--- src/rtl/countdown_timer.sv ---
// Loadable down-counter with IDLE/RUN/HOLD control and a one-cycle terminal-count pulse.
// Latency: all outputs registered; a start accepted at edge S gives out=N-k after edge S+k.
// Optional feature: define COUNTDOWN_TIMER_AUTORELOAD_EN for periodic reload at terminal count.
module countdown_timer #(
  parameter int WIDTH = 8
) (
  input  logic             clk,
  input  logic             reset,
  input  logic             enable,
  input  logic             load,
  input  logic [WIDTH-1:0] load_value,
  input  logic             start,
  input  logic             stop,
  output logic [WIDTH-1:0] out,
  output logic             done,
  output logic             busy
);

  typedef enum logic [1:0] {
    IDLE = 2'd0,
    RUN  = 2'd1,
    HOLD = 2'd2
  } state_t;

  localparam logic [WIDTH-1:0] ZERO = '0;
  localparam logic [WIDTH-1:0] ONE  = WIDTH'(1);

  state_t           state_q, state_d;
  logic [WIDTH-1:0] out_q, out_d;
  logic [WIDTH-1:0] reload_q, reload_d;
  logic             done_q, done_d;
  logic             busy_q, busy_d;

  // Next-state logic; priority within each state is stop > load > start > count.
  always_comb begin
    state_d  = state_q;
    out_d    = out_q;
    reload_d = reload_q;
    done_d   = 1'b0;
    case (state_q)
      IDLE: begin
        if (stop) begin
          // nothing to pause while idle
        end else if (load) begin
          out_d    = load_value;
          reload_d = load_value;
        end else if (start) begin
          if (out_q != ZERO) begin
            state_d = RUN;
          end else begin
            // starting an expired timer reports terminal count immediately
            done_d = 1'b1;
          end
        end
      end
      RUN: begin
        if (stop) begin
          state_d = HOLD;
        end else if (load) begin
          out_d    = load_value;
          reload_d = load_value;
        end else if (enable) begin
          if (out_q == ONE) begin
            done_d = 1'b1;
`ifdef COUNTDOWN_TIMER_AUTORELOAD_EN
            if (reload_q != ZERO) begin
              out_d = reload_q;
            end else begin
              out_d   = ZERO;
              state_d = IDLE;
            end
`else
            out_d   = ZERO;
            state_d = IDLE;
`endif
          end else if (out_q != ZERO) begin
            out_d = out_q - ONE;
          end
          // out==0 in RUN (loaded zero) simply holds: the count never wraps
        end
      end
      HOLD: begin
        if (stop) begin
          // already paused
        end else if (load) begin
          out_d    = load_value;
          reload_d = load_value;
          state_d  = IDLE;
        end else if (start) begin
          state_d = RUN;
        end
      end
      default: begin
        state_d = IDLE;
      end
    endcase
    // busy is registered from the next state so it tracks state with no extra lag
    busy_d = (state_d != IDLE);
  end

  // State and output registers with synchronous reset.
  always_ff @(posedge clk) begin
    if (reset) begin
      state_q  <= IDLE;
      out_q    <= ZERO;
      reload_q <= ZERO;
      done_q   <= 1'b0;
      busy_q   <= 1'b0;
    end else begin
      state_q  <= state_d;
      out_q    <= out_d;
      reload_q <= reload_d;
      done_q   <= done_d;
      busy_q   <= busy_d;
    end
  end

  assign out  = out_q;
  assign done = done_q;
  assign busy = busy_q;

endmodule

--- config.mk ---
export PLATFORM = sky130hd
export DESIGN_NAME = countdown_timer
export DESIGN_NICKNAME = d
export VERILOG_FILES = /design/src/rtl/countdown_timer.sv
export SDC_FILE = /design/constraint.sdc
export NUM_CORES = 1
export LEC_CHECK = 0
export ABC_AREA = 0
export CAP_MARGIN = 20
export CORE_ASPECT_RATIO = 0.5
export CORE_MARGIN = 2
export CORE_UTILIZATION = 30
export CTS_CLUSTER_DIAMETER = 80
export DETAILED_ROUTE_END_ITERATION = 8
export PLACE_DENSITY = 0.52
export SYNTH_ARGS = -nofsm -noshare
export SYNTH_HDL_FRONTEND = slang
export SYNTH_SLANG_ARGS = --single-unit
--- constraint.sdc ---
create_clock -name clk -period 3.9 [get_ports clk]
set_input_delay 0.975 -clock clk [delete_from_list [all_inputs] [get_ports clk]]
set_output_delay 0.975 -clock clk [all_outputs]
set_load 0.02 [all_outputs]
# Word level (Yosys, flattened, before mapping)

Index checks and enable logic that the tools add are counted.

Reduce and logical (&&, ||, !) cells: 6
Multiply operators: 0
Equality and inequality tests: 8
Bitwise operators: 0
Divide/modulo/power cells: 0
$add $sub $neg: 1
Shift operators: 0
Order comparisons: 0
Multiplexer cells: 29

Operators by type and width:

| kind                                                                    | count |
|---|---|
| 8-bit 2-to-1 mux                                                        | 7 |
| 2-bit 2-to-1 mux                                                        | 11 |
| 8-bit case mux with 2 select lines                                      | 1 |
| 8-bit by 1-bit == test with 1-bit output, second input constant         | 1 |
| 1-bit 2-to-1 mux                                                        | 8 |
| 8-bit nonzero test                                                      | 1 |
| 8-bit by 1-bit subtractor with 8-bit output, second input constant      | 1 |
| 2-bit case mux with 3 select lines                                      | 1 |
| 6-bit AND reduction                                                     | 1 |
| 2-bit inequality test, second input constant                            | 2 |
| 4-bit inequality test, second input constant                            | 1 |
| 2-bit nonzero test                                                      | 2 |
| 3-bit inequality test, second input constant                            | 1 |
| 2-bit by 1-bit == test with 1-bit output, second input constant         | 1 |
| 2-bit == test, second input constant                                    | 1 |
| 2-bit logical NOT                                                       | 1 |
| 2-bit by 1-bit inequality test with 1-bit output, second input constant | 1 |
| 1-bit case mux with 2 select lines                                      | 1 |
| 2-bit OR reduction                                                      | 1 |

Bits in registers: 12
Bits in writable memories: 0
Bits of input ports: 14
Output and inout bits: 10
Latch bits: 0
ROM bits: 0
Memories: 0
Word-level logic and storage cells: 48

# Depth between registers and ports, before layout

Depth in word-level cells: 7
Gate-level depth with buffers: 7
Mapped depth without buffers: 6

# Least setup slack after synthesis

OpenSTA, ideal clock, no wires.

Path type: input port to flip-flop
Start point: input enable
End point: register out_q[7], in the netlist out[7]
Path slack: 1795 ps
Data required time: 3816 ps
Arrival time: 2021 ps
Stages: 4
Path buffers: 0
Setup time: 84 ps
Cells stage by stage: a21oi_1 -> a211o_1 -> or4_1 -> o221ai_1

Word-level cells in the longest chain between the ends: 2

RTL lines:

| item                            | line | text |
|---|---|---|
| start: declaration              | 9    | `input logic enable,` |
| 3-bit inequality test (no line) | --   |  |
| 6-bit AND reduction (no line)   | --   |  |
| end signal: assignment          | 111  | `out_q <= out_d;` |
| end: declaration                | 29   | `logic [WIDTH-1:0] out_q, out_d;` |

No other way between the ends.
A chain may end at the register's enable or synchronous reset.

# Worst setup path after layout

Start point: input load
End point: register out_q[2], in the netlist out[2]

Word-level cells in the longest chain between the ends: 3
Elaborated cells between the ends (all ways): 7
Those cells by class: eq/ne (3); mux (3); reduce/logical (1)

RTL lines:

| item                               | line | text |
|---|---|---|
| start: declaration                 | 10   | `input logic load,` |
| 8-bit 2-to-1 mux                   | 59   | `end else if (load) begin` |
| 8-bit 2-to-1 mux                   | 57   | `if (stop) begin` |
| 8-bit case mux with 2 select lines | 40   | `case (state_q)` |

Parallel ways exist; a longest one is shown, timed or not. The select of a mux whose other input is x is not followed.

==> impl_metrics.env <==
export IMPL_ant_nets=0
export IMPL_areaGrowthSynthToFinish_pct=35.4
export IMPL_period_share=0.720
export IMPL_end_kind="flop"
export IMPL_cp_startpoint="load"
export IMPL_place_congestion=0.787
export IMPL_die_w_um=79.3
export IMPL_yosysWarnings=0
export IMPL_via_per_inst=5.46
export IMPL_die_area_mm2=0.00330
export IMPL_tightest_slew_ns=0.629
export IMPL_root_buffer="clkbuf_8"
export IMPL_worst_ir_drop_vdd_uv=172
export IMPL_grtUsageTotal=0.157
export IMPL_utilization=0.435
export IMPL_worst_ep_required_time_ns=4.05
export IMPL_synth_distinct_cells=38
export IMPL_pre_cts_ws_ns=0.916
export IMPL_htree_levels=1
export IMPL_critPathSlowestCell="a21oi_1"
export IMPL_cp_data_arrival_time_ns=2.96
export IMPL_clk_pin_slew_worst_paths_ns=0.06
export IMPL_vias=885
export IMPL_start_kind="primary input"
export IMPL_grt_pass1_wl_mm=4.03
export IMPL_max_stage_delay_ns=0.59
export IMPL_port_buffers=23
export IMPL_initial_core_util=0.321
export IMPL_hold_start="out[5]"
export IMPL_min_period_ns=2.81
export IMPL_max_slew_margin=0.579
export IMPL_power_density_mw_per_mm2=331
export IMPL_antenna_found_initial=0
export IMPL_fin_ws_ns=1.09
export IMPL_layout_drive_gt1_share=0.0640
export IMPL_drt_total_wl_mm=2.49
export IMPL_synth_area_per_cell_um2=8.26
export IMPL_synth_seq_area_share=0.282
export IMPL_use_met1=0.239
export IMPL_crit_fanout=13
export IMPL_grt_use_met2=0.215
export IMPL_fmax_mhz=356
export IMPL_antenna_cells=0
export IMPL_report_power_total_mw=0.382
export IMPL_top_usage_layer="met1"
export IMPL_cts_buffer_depth=2
export IMPL_drv_slew=0
export IMPL_drc=0
export IMPL_placed_area_mm2=0.00111
export IMPL_syn_cell_area_um2=851
export IMPL_fin_nets=144
export IMPL_cts_repair_resize_count=0
export IMPL_first_global_vias=804
export IMPL_finalSetupTns_ns=0
export IMPL_hold_buffers=0
export IMPL_skew_ns=0.00204
export IMPL_final_cells=162
export IMPL_cp_cell_sequence="clkdlybuf4s50_1, nand2b_1, a21oi_1, a32oi_1, o32ai_1"
export IMPL_fillers=275
export IMPL_overflow=0
export IMPL_cts_tree="yes"
export IMPL_setup_viol=0
export IMPL_ys_seq_elements=12
export IMPL_rsz0062_at_grt="false"
export IMPL_grtUsageMet3=0.0543
export IMPL_final_hold_viol_count=0
export IMPL_wire_per_inst_um=15.4
export IMPL_rows=13
export IMPL_synth_fp_nets=120
export IMPL_cts_made_buffers=3
export IMPL_design_area_mm2=0.00115
export IMPL_drtIter0Drc=95
export IMPL_crit_type="in2reg"
export IMPL_dp_cells=159
export IMPL_r2r_start="state_q[0]"
export IMPL_grt_max_degree=19
export IMPL_outcome="finished, final reports clean"
export IMPL_hold_ws_ns=0.547
export IMPL_core_area_mm2=0.00265
export IMPL_dr_pass1_iters=4
export IMPL_leakage_nw=0.412
export IMPL_insertion_delay_ns=0.24
export IMPL_cap_violations=0
export IMPL_syn_inst=103
export IMPL_cts_sinks=12
export IMPL_dieHeight_um=41.7
export IMPL_hp_class="reg2reg"
export IMPL_dpl_hpwl_mm=1.76
export IMPL_io_pins=24
export IMPL_postCtsSetupBuffers=0
[routing by layer]
layer  wire, um  share of wire  vias up
li1           -              -      445
met1       1390           0.56      422
met2       1000           0.40       16
met3         87          0.035        2
met4          6         0.0024        0
met5          0              0        -
[path summary, 6_finish.rpt]
| kind | to | slack (ns) | cells after the start |
|---|---|---|---|
| min | out[5] | 0.55 | 2 |
| max reg2reg | out[2] | 1.86 | 4 |
| max | out[2] | 1.09 | 5 |
| min reg2reg | out[5] | 0.55 | 2 |
[cell usage in the layout, fill, tap and decap left out, drive strengths merged, types with 2 or more instances in the layout]
| cell type | count |
|---|---|
| a31oi | 2 |
| a211oi | 7 |
| or4 | 3 |
| nor4b | 2 |
| nand2 | 5 |
| clkbuf | 3 |
| a22oi | 2 |
| clkdlybuf4s50 | 23 |
| or3 | 2 |
| nor3 | 4 |
| o32ai | 5 |
| nand3b | 3 |
| nor2 | 9 |
| nand2b | 6 |
| a32oi | 5 |
| inv | 7 |
| dfxtp | 12 |
| a21oi | 5 |
| ha | 3 |
[state kept, by name, summed over array words and instances, names as in the netlist]
register  cells
out           8
state_q       2
busy          1
done          1
[cells in the mapped netlist, drive strengths merged]
library cell  instances  area [um^2]
and2                  1         6.26
and3                  1         6.26
a311oi                1         8.76
a2bb2oi               1         15.0
nor2b                 1         6.26
or4                   3         30.0
ha                    3         37.5
nand2                 5         18.8
o21ai                 1         5.00
dfxtp                12          240
and4b                 1         10.0
nor4                  1         12.5
buf                   1         5.00
nand3b                3         22.5
nand2b                6         37.5
a22oi                 2         15.0
o21bai                1         7.51
a21oi                 5         25.0
nor4b                 2         17.5
a32oi                 5         43.8
clkbuf                3         11.3
or4bb                 1         11.3
nor3b                 1         7.51
a211oi                7         52.6
or3                   2         13.8
inv                   7         26.3
nor3                  4         20.0
nor2                  9         33.8
a31oi                 2         12.5
a21o                  1         7.51
o221ai                1         8.76
nand3                 1         5.00
a211o                 1         8.76
mux2i                 1         10.0
o32ai                 5         43.8
or2b                  1         7.51
[layout make-up]
class	instances	area, um^2	area share
multi-input cells	80	568	0.493
flip-flops and latches	12	240	0.208
repair buffers	23	230	0.200
well taps	37	46.3	0.0402
clock buffers	3	41.3	0.0358
inverters	7	26.3	0.0228
[worst max-delay path, delay by kind of cell]
kind            cells  cell delay [ns]
compound gates      3             1.02
buf+inv             1             0.52
simple gates        1             0.45
[kinds of logic (layout without fill, tap and decap cells)]
kind of cell    after synthesis  in the layout  synth area share
compound gates               33             33             0.299
fa+ha+maj                     3              3            0.0441
buf+inv                      11             33            0.0500
flops                        12             12             0.282
mux                           1              1            0.0118
simple gates                 43             43             0.313
[power breakdown]
part | switching, mW | total (mW) | leakage (nW) | internal (mW)
logic | 0.0644 | 0.122 | 0.292 | 0.0576
registers | 0.0109 | 0.141 | 0.0979 | 0.130
clock network | 0.0502 | 0.119 | 0.0216 | 0.0683
total | 0.125 | 0.382 | 0.412 | 0.256
Power figures use the tool's default switching activity.
